[config.mk]
export PLATFORM = sky130hd
export DESIGN_NAME = datastore_buf
export DESIGN_NICKNAME = d
export VERILOG_FILES = /design/src/rtl/datastore_buf.sv
export SDC_FILE = /design/constraint.sdc
export NUM_CORES = 1
export LEC_CHECK = 0
export ABC_AREA = 1
export ABC_CLOCK_PERIOD_IN_PS = 9800
export BUFFER_PORTS_ARGS = -buffer_cell sky130_fd_sc_hd__buf_4
export CORE_ASPECT_RATIO = 1.25
export CORE_MARGIN = 10
export CORE_UTILIZATION = 57
export DETAILED_ROUTE_END_ITERATION = 10
export PLACE_DENSITY_LB_ADDON = 0.15
export SKIP_CTS_REPAIR_TIMING = 1
export SLEW_MARGIN = 20
export SYNTH_ARGS = -nofsm -noshare
export SYNTH_HDL_FRONTEND = slang
export SYNTH_SLANG_ARGS = --single-unit
export TNS_END_PERCENT = 20
[constraint.sdc]
create_clock -name clk -period 9.8 [get_ports clk]
set_input_delay 0.49 -clock clk [delete_from_list [all_inputs] [get_ports clk]]
set_output_delay 0.49 -clock clk [all_outputs]
set_load 0.02 [all_outputs]
[src/rtl/datastore_buf.sv]
// Byte store: append/backspace/clear, flat parallel view, status flags and a
// non-destructive valid/ready serial readout. DATASTORE_INDEXED_EN adds random-slot writes.
module datastore_buf #(
  parameter int DATA_W = 8,
  parameter int DEPTH  = 28,
  parameter int CNT_W  = 5
) (
  input  logic                    clk,
  input  logic                    reset,
  input  logic                    wr_en,
  input  logic [DATA_W-1:0]       wr_data,
  input  logic                    bksp,
  input  logic                    clear,
`ifdef DATASTORE_INDEXED_EN
  input  logic                    wr_idx_en,
  input  logic [CNT_W-1:0]        wr_idx,
`endif
  input  logic                    rd_start,
  input  logic                    rd_ready,
  output logic                    rd_valid,
  output logic [DATA_W-1:0]       rd_data,
  output logic                    rd_last,
  output logic                    busy,
  output logic [CNT_W-1:0]        count,
  output logic                    empty,
  output logic                    full,
  output logic                    overflow,
  output logic [DATA_W*DEPTH-1:0] datastore_out
);

  typedef enum logic {S_IDLE, S_STREAM} state_t;

  state_t            r_state, w_state_nxt;
  logic [DATA_W-1:0] r_slots [DEPTH];
  logic [CNT_W-1:0]  r_count;
  logic [CNT_W-1:0]  r_rd_idx;
  logic              r_overflow;
  logic              r_rd_valid;
  logic              r_rd_last;
  logic [DATA_W-1:0] r_rd_data;

  logic w_full, w_empty, w_xfer;
  logic w_do_bksp, w_do_wr, w_do_idx, w_do_ovf, w_do_start, w_do_adv, w_do_end;

  assign w_full  = (r_count == CNT_W'(DEPTH));
  assign w_empty = (r_count == '0);
  assign w_xfer  = r_rd_valid && rd_ready;

  // Priority chain: clear > bksp > indexed write > wr_en > rd_start; STREAM only handshakes.
  always_comb begin
    w_state_nxt = r_state;
    w_do_bksp   = 1'b0;
    w_do_wr     = 1'b0;
    w_do_idx    = 1'b0;
    w_do_ovf    = 1'b0;
    w_do_start  = 1'b0;
    w_do_adv    = 1'b0;
    w_do_end    = 1'b0;
    if (clear) begin
      w_state_nxt = S_IDLE;
    end else begin
      case (r_state)
        S_IDLE: begin
          if (bksp) begin
            w_do_bksp = !w_empty;
`ifdef DATASTORE_INDEXED_EN
          end else if (wr_idx_en) begin
            if (wr_idx < CNT_W'(DEPTH)) w_do_idx = 1'b1;
            else                        w_do_ovf = 1'b1;
`endif
          end else if (wr_en) begin
            if (w_full) w_do_ovf = 1'b1;
            else        w_do_wr  = 1'b1;
          end else if (rd_start && !w_empty) begin
            w_do_start  = 1'b1;
            w_state_nxt = S_STREAM;
          end
        end
        S_STREAM: begin
          if (w_xfer) begin
            if (r_rd_last) begin
              w_do_end    = 1'b1;
              w_state_nxt = S_IDLE;
            end else begin
              w_do_adv = 1'b1;
            end
          end
        end
        default: w_state_nxt = S_IDLE;
      endcase
    end
  end

  always_ff @(posedge clk or posedge reset) begin
    if (reset) r_state <= S_IDLE;
    else       r_state <= w_state_nxt;
  end

  always_ff @(posedge clk or posedge reset) begin
    if (reset) begin
      for (int unsigned k = 0; k < DEPTH; k++) r_slots[k] <= '0;
      r_count    <= '0;
      r_rd_idx   <= '0;
      r_overflow <= 1'b0;
      r_rd_valid <= 1'b0;
      r_rd_last  <= 1'b0;
      r_rd_data  <= '0;
    end else if (clear) begin
      for (int unsigned k = 0; k < DEPTH; k++) r_slots[k] <= '0;
      r_count    <= '0;
      r_rd_idx   <= '0;
      r_overflow <= 1'b0;
      r_rd_valid <= 1'b0;
      r_rd_last  <= 1'b0;
      r_rd_data  <= '0;
    end else begin
      if (w_do_bksp) begin
        r_slots[r_count - 1'b1] <= '0;
        r_count                 <= r_count - 1'b1;
      end
      if (w_do_wr) begin
        r_slots[r_count] <= wr_data;
        r_count          <= r_count + 1'b1;
      end
`ifdef DATASTORE_INDEXED_EN
      if (w_do_idx) begin
        r_slots[wr_idx] <= wr_data;
        if (wr_idx >= r_count) r_count <= wr_idx + 1'b1;
      end
`endif
      if (w_do_ovf) r_overflow <= 1'b1;
      if (w_do_start) begin
        r_rd_idx   <= '0;
        r_rd_valid <= 1'b1;
        r_rd_data  <= r_slots[0];
        r_rd_last  <= (r_count == CNT_W'(1));
      end
      if (w_do_adv) begin
        r_rd_idx  <= r_rd_idx + 1'b1;
        r_rd_data <= r_slots[r_rd_idx + 1'b1];
        r_rd_last <= ((r_rd_idx + CNT_W'(2)) == r_count);
      end
      if (w_do_end) begin
        r_rd_valid <= 1'b0;
        r_rd_last  <= 1'b0;
      end
    end
  end

  always_comb begin
    datastore_out = '0;
    for (int unsigned k = 0; k < DEPTH; k++) datastore_out[DATA_W*k +: DATA_W] = r_slots[k];
  end

  assign rd_valid = r_rd_valid;
  assign rd_data  = r_rd_data;
  assign rd_last  = r_rd_last;
  assign busy     = (r_state == S_STREAM);
  assign count    = r_count;
  assign empty    = w_empty;
  assign full     = w_full;
  assign overflow = r_overflow;

`ifndef DATASTORE_INDEXED_EN
  logic w_unused;
  assign w_unused = w_do_idx;
`endif

endmodule

After elaboration in Yosys (flattened, before gate mapping). Cells that the tools add are included.

Reductions and logical operators: 11. Order comparisons: 5. Multiplexer cells: 59. Multipliers: 0. Divide/modulo/power cells: 0. Bitwise operators: 6. Shifts and indexed selects: 0. Eq/ne operators: 3. $add $sub $neg: 4.

Operators with widths (count): 2-to-1 mux 224 bit (4); bitwise AND 224 bit (1); bitwise mux 224 bit (1); inverter 224 bit (1); demux 8 bit (select 5 bit) (2); 2-to-1 mux 8 bit (7); binary-select mux 8 bit (select 5 bit) (1); 2-to-1 mux 1 bit (37); 2-to-1 mux 5 bit (6); greater-or-equal comparator 6 bit, second input constant (3); inverter 5 -> 6 bit (3); < comparator 6 x 1 -> 1 bit, second input constant (2); adder 5 x 1 -> 5 bit, second input constant (2); nonzero test 3 bit (3); adder 5 x 2 -> 5 bit, second input constant (1); == test 5 x 1 -> 1 bit, second input constant (1); == test 5 bit (1); == test 5 bit, second input constant (1); logical NOT 5 bit (1); subtractor 5 x 1 -> 5 bit, second input constant (1); logical AND 1 bit (4); nonzero test 4 bit (1); one-hot mux 1 bit (2 select lines) (1); nonzero test 2 bit (1); 2 further kinds (2).

Memories kept: 0. Latch bits: 0. Memory bits (read-only): 0. Register bits: 246. Output and inout port bits: 243. Memory bits (writable): 0. Input bits: 15. Logic and storage cells: 123.

Longest topological paths before layout.
Depth after elaboration: 13. Depth in mapped cells: 14. Gate-level depth less buffers: 13.

Least setup slack after synthesis. OpenSTA, ideal clock, no wires.

Kind: register -> register. From: register r_count[1], in the netlist count[1]. To: register r_slots (netlist bit datastore_out[200]). Setup time: 0.113 ns. Clock period less this slack: 2.141 ns. Data arrival time: 2.028 ns. Required time: 9.687 ns. Cell stages (with the launch flop): 11. Path slack: 7.659 ns. Buffers on the path: 0. Cell sequence: dfrtp_1 inv_1 ha_1 xnor2_4 inv_2 nor3_4 nand2_4 nand2_1 nand2_1 nand2_1 inv_1.

Cells in the longest elaborated chain, start to end: 13. Elaborated cells between the ends (all ways): 31. Classes of those cells: add/sub (1); order compare (4); eq/ne (1); mux (17); bitwise (4); reduce/logical (4).

Ends and longest elaborated chain: start, declared (RTL line 35) `logic [CNT_W-1:0] r_count;`; start signal, assigned (RTL line 119) `r_count <= r_count - 1'b1;`; start signal, assigned (RTL line 123) `r_count <= r_count + 1'b1;`; subtractor 5 x 1 -> 5 bit (RTL line 118) `r_slots[r_count - 1'b1] <= '0;`; inverter 5 -> 6 bit (not written as such) (RTL line 118); greater-or-equal comparator 6 bit (not written as such) or < comparator 6 x 1 -> 1 bit (tied branches) (RTL line 118); logical AND 1 bit (not written as such) (RTL line 118); 2-to-1 mux 8 bit (not written as such) (RTL line 118); demux 8 bit (select 5 bit) (RTL line 118); inverter 224 bit (no source line); bitwise AND 224 bit (no source line); 2-to-1 mux 224 bit (RTL line 117) `if (w_do_bksp) begin`; 2-to-1 mux 224 bit (RTL line 108) `end else if (clear) begin`; bitwise mux 224 bit (RTL line 122) `r_slots[r_count] <= wr_data;`; 2-to-1 mux 224 bit * (RTL line 121) `if (w_do_wr) begin`; 2-to-1 mux 224 bit * (RTL line 108); end signal, assigned by index (RTL line 122); end, declared (RTL line 34) `logic [DATA_W-1:0] r_slots [DEPTH];`.

Every way passes the cells marked *; elsewhere a longest branch is shown, timed or not. The select of a mux whose other input is x is not followed. A chain may end at the register's enable or synchronous reset.

Worst setup path after layout.
From: register r_rd_idx[0]. To: register r_rd_data[1], in the netlist rd_data[1].

Cells in the longest elaborated chain, start to end: 7.

Ends and longest elaborated chain: start, declared (RTL line 36) `logic [CNT_W-1:0] r_rd_idx;`; start signal, assigned (RTL line 139) `r_rd_idx <= r_rd_idx + 1'b1;`; adder 5 x 1 -> 5 bit (RTL line 140) `r_rd_data <= r_slots[r_rd_idx + 1'b1];`; inverter 5 -> 6 bit (not written as such) (RTL line 140); binary-select mux 8 bit (select 5 bit) (RTL line 140); 2-to-1 mux 8 bit (not written as such) (2 in series) (RTL line 140); 2-to-1 mux 8 bit (RTL line 138) `if (w_do_adv) begin`; 2-to-1 mux 8 bit (RTL line 108); end signal, assigned (RTL line 135) `r_rd_data <= r_slots[0];`; end signal, assigned (RTL line 140); end, declared (RTL line 40) `logic [DATA_W-1:0] r_rd_data;`.

No other way between the ends. The select of a mux whose other input is x is not followed.

==> reports/qor.yml <==
outcome: "finished clean"
p_clk_frac: 0.364
p_sw_mw: 0.984
vias: 14793
ys_seq_elements: 246
drive_gt1_frac: 0.175
ioPinCount: 258
netSwitchingFraction: 0.352
cp_max_fo: 97
die_w_um: 161
clk_pin_slew_ps: 70
synthArstFlopShare: 1.00
regToRegStartpoint: "r_rd_idx[0]"
dieArea_sq_um: 31700
dp_cells: 2512
crit_path_end: "rd_data[1]"
root_buffer: "clkbuf_16"
die_h_um: 197
insertion_delay_ps: 540
crit_required_ps: 10220
seqPwrFrac: 0.397
initial_core_util: 0.579
io_buffers: 257
final_common_cell: "nand2_1"
holdCritPathClass: "in2async"
yosys_warnings: 0
post_dp_cell_area_sq_um: 16200
dp_hpwl_mm: 35.5
final_area_sq_um: 17000
rsz0062_at_grt: "no"
p_int_mw: 1.81
wl_per_cell_um: 20.3
path_class: "reg2reg"
max_freq_ghz: 0.281
drtIter0Drc: 1610
core-area_sq_um: 24600
cts_tree: "built"
hold_viol: 0
cts_num_sinks: 246
synth_cell_types: 36
period_minus_slack_ps: 3550
fin_crit_sh: 0.363
cp_data_arrival_time_ps: 3980
whs_ps: 45.2
drv_slew: 0
fin_nets: 2232
grt_overflow: 0
drv_cap: 0
n_antenna_cell: 0
setup_viol: 0
start_kind: "register"
synth_top_area_frac: 0.432
antenna_found_initial: 0
first_global_vias: 13912
p_comb_frac: 0.239
drc_errors: 0
layoutNonFillerInstCount: 2558
grt_pass1_wl_mm: 79.8
synth_edf_count: 0
area_growth_pct: 19.7
cts_made_buffers: 26
syn_area_sq_um: 14200
tns_ps: 0
place_congestion: 0.962
reg2regPathDepth: 11
viasPerCell: 5.78
cp-end-kind: "register"
dr.pass1.iters: 6
avgSynthCellArea_sq_um: 7.01
htreeDepth: 1
final_cell_mix: "nand2_1 (731), buf_4 (264), dfrtp_1 (245), a21oi_1 (230), inv_1 (219)"
crit_path_start: "r_rd_idx[0]"
grt_max_degree: 114
ys.flop_type: "dfrtp_1"
peakVddDrop_uv: 140
detail-route-antenna-nets: 0
power.density_nw_per_um2: 164
yosysSeqAreaShare: 0.432
fin_util: 0.693
synth_cells: 2030
grtUsageTotal: 0.315
worst_pin_slew_ps: 1090
slew_headroom: 0.274
drt_wl_total_mm: 52.0
clock_path_buffers: 3
rows: 64
syn_nets: 2052
yosys.area.top_type: "dfrtp_1"
skew_ps: 6.42
p_leak_nw: 9.18
reg2reg_slack_ps: 6250
timing.rr.end: "rd_data[1]"
synthTopCellsByArea: "dfrtp_1 (43%), nand2_1 (19%), a21oi_1 (8.1%), o21ai_0 (7.0%), inv_1 (5.8%)"
[how the worst min path moves through the flow]
stage / endpoint / slack (ps) / cells past startpoint
after floorplan: r_rd_idx[4] / 550 / 2
final: datastore_out[147] / 50 / 2
after CTS: datastore_out[147] / 110 / 2
after global placement: overflow / 480 / 2
after global routing: datastore_out[147] / 120 / 2
after detailed placement: overflow / 490 / 2
[cells by family (layout without fill, tap and decap cells)]
logic type                 Yosys count  count (layout)  share of synthesized area
AOI/OAI and AO/OA                  443             443                      0.157
buffers and inverters              349             547                     0.0970
DFF                                246             246                      0.432
xor gates and xnor gates            14              14                     0.0110
adders and majority gates            7               7                    0.00615
and+or+nand+nor                    971             971                      0.297
[state kept, by name, summed over array words and instances (netlist names)]
| name | cells |
|---|---|
| datastore_out | 224 |
| rd_data | 8 |
| count | 5 |
| r_rd_idx | 5 |
| busy | 1 |
| overflow | 1 |
| rd_last | 1 |
| rd_valid | 1 |
[power by group through the flow]
stage,Combinational [mW],Clock (mW),Sequential (mW)
after floorplan,0.455,0,1.13
after global placement,0.648,0,1.13
after detailed placement,0.657,0,1.13
after CTS,0.660,1.02,1.11
after global routing,0.710,1.07,1.11
final,0.668,1.02,1.11
[area by class of cell]
| class | instances | area, sq um |
|---|---|---|
| multi-input cells | 1435 | 6700 |
| clock inverters | 13 | 129 |
| flip-flops and latches | 246 | 6160 |
| fillers | 2100 | 7550 |
| well taps | 330 | 413 |
| repair buffers | 264 | 1980 |
| clock buffers | 33 | 748 |
| inverters | 237 | 903 |
[stage by stage]
| step | setup WS (ps) | power, mW |
|---|---|---|
| 2_1_floorplan | 2550 | 1.58 |
| 3_3_place_gp | 6210 | 1.77 |
| 3_5_place_dp | 6100 | 1.78 |
| 4_1_cts | 6430 | 2.78 |
| 5_1_grt | 6070 | 2.89 |
| 6_report | 6250 | 2.79 |
[worst max-delay path: stages, from the launching register on]
cell     delay (ps)
dfrtp_4         800
buf_4           660
inv_2           290
buf_4           440
o21ai_0         470
o21ai_1         180
nand2_1          90
nand2_1          70
nand2_1          60
nand3_1          70
nand2_1          70
nand2_1          70
[routing by layer]
metal / global-route usage / vias to the layer above / routed length, um
li1: - / 6789 / -
met1: 0.380 / 6878 / 18900
met2: 0.510 / 912 / 24300
met3: 0.0619 / 214 / 5250
met4: 0.199 / 0 / 3540
met5: 0 / - / 0
[synthesized netlist by cell type (11+ instances only)]
cell      number
a21oi_1      230
buf_2         38
clkbuf_1      64
dfrtp_1      246
inv_1        221
inv_2         13
nand2_1      731
nand2_2       14
nand2_4       22
nand3_1      140
nor2_1        31
o21ai_0      198
o21ai_1       11
Note: power is estimated with default switching activity, not from simulation.
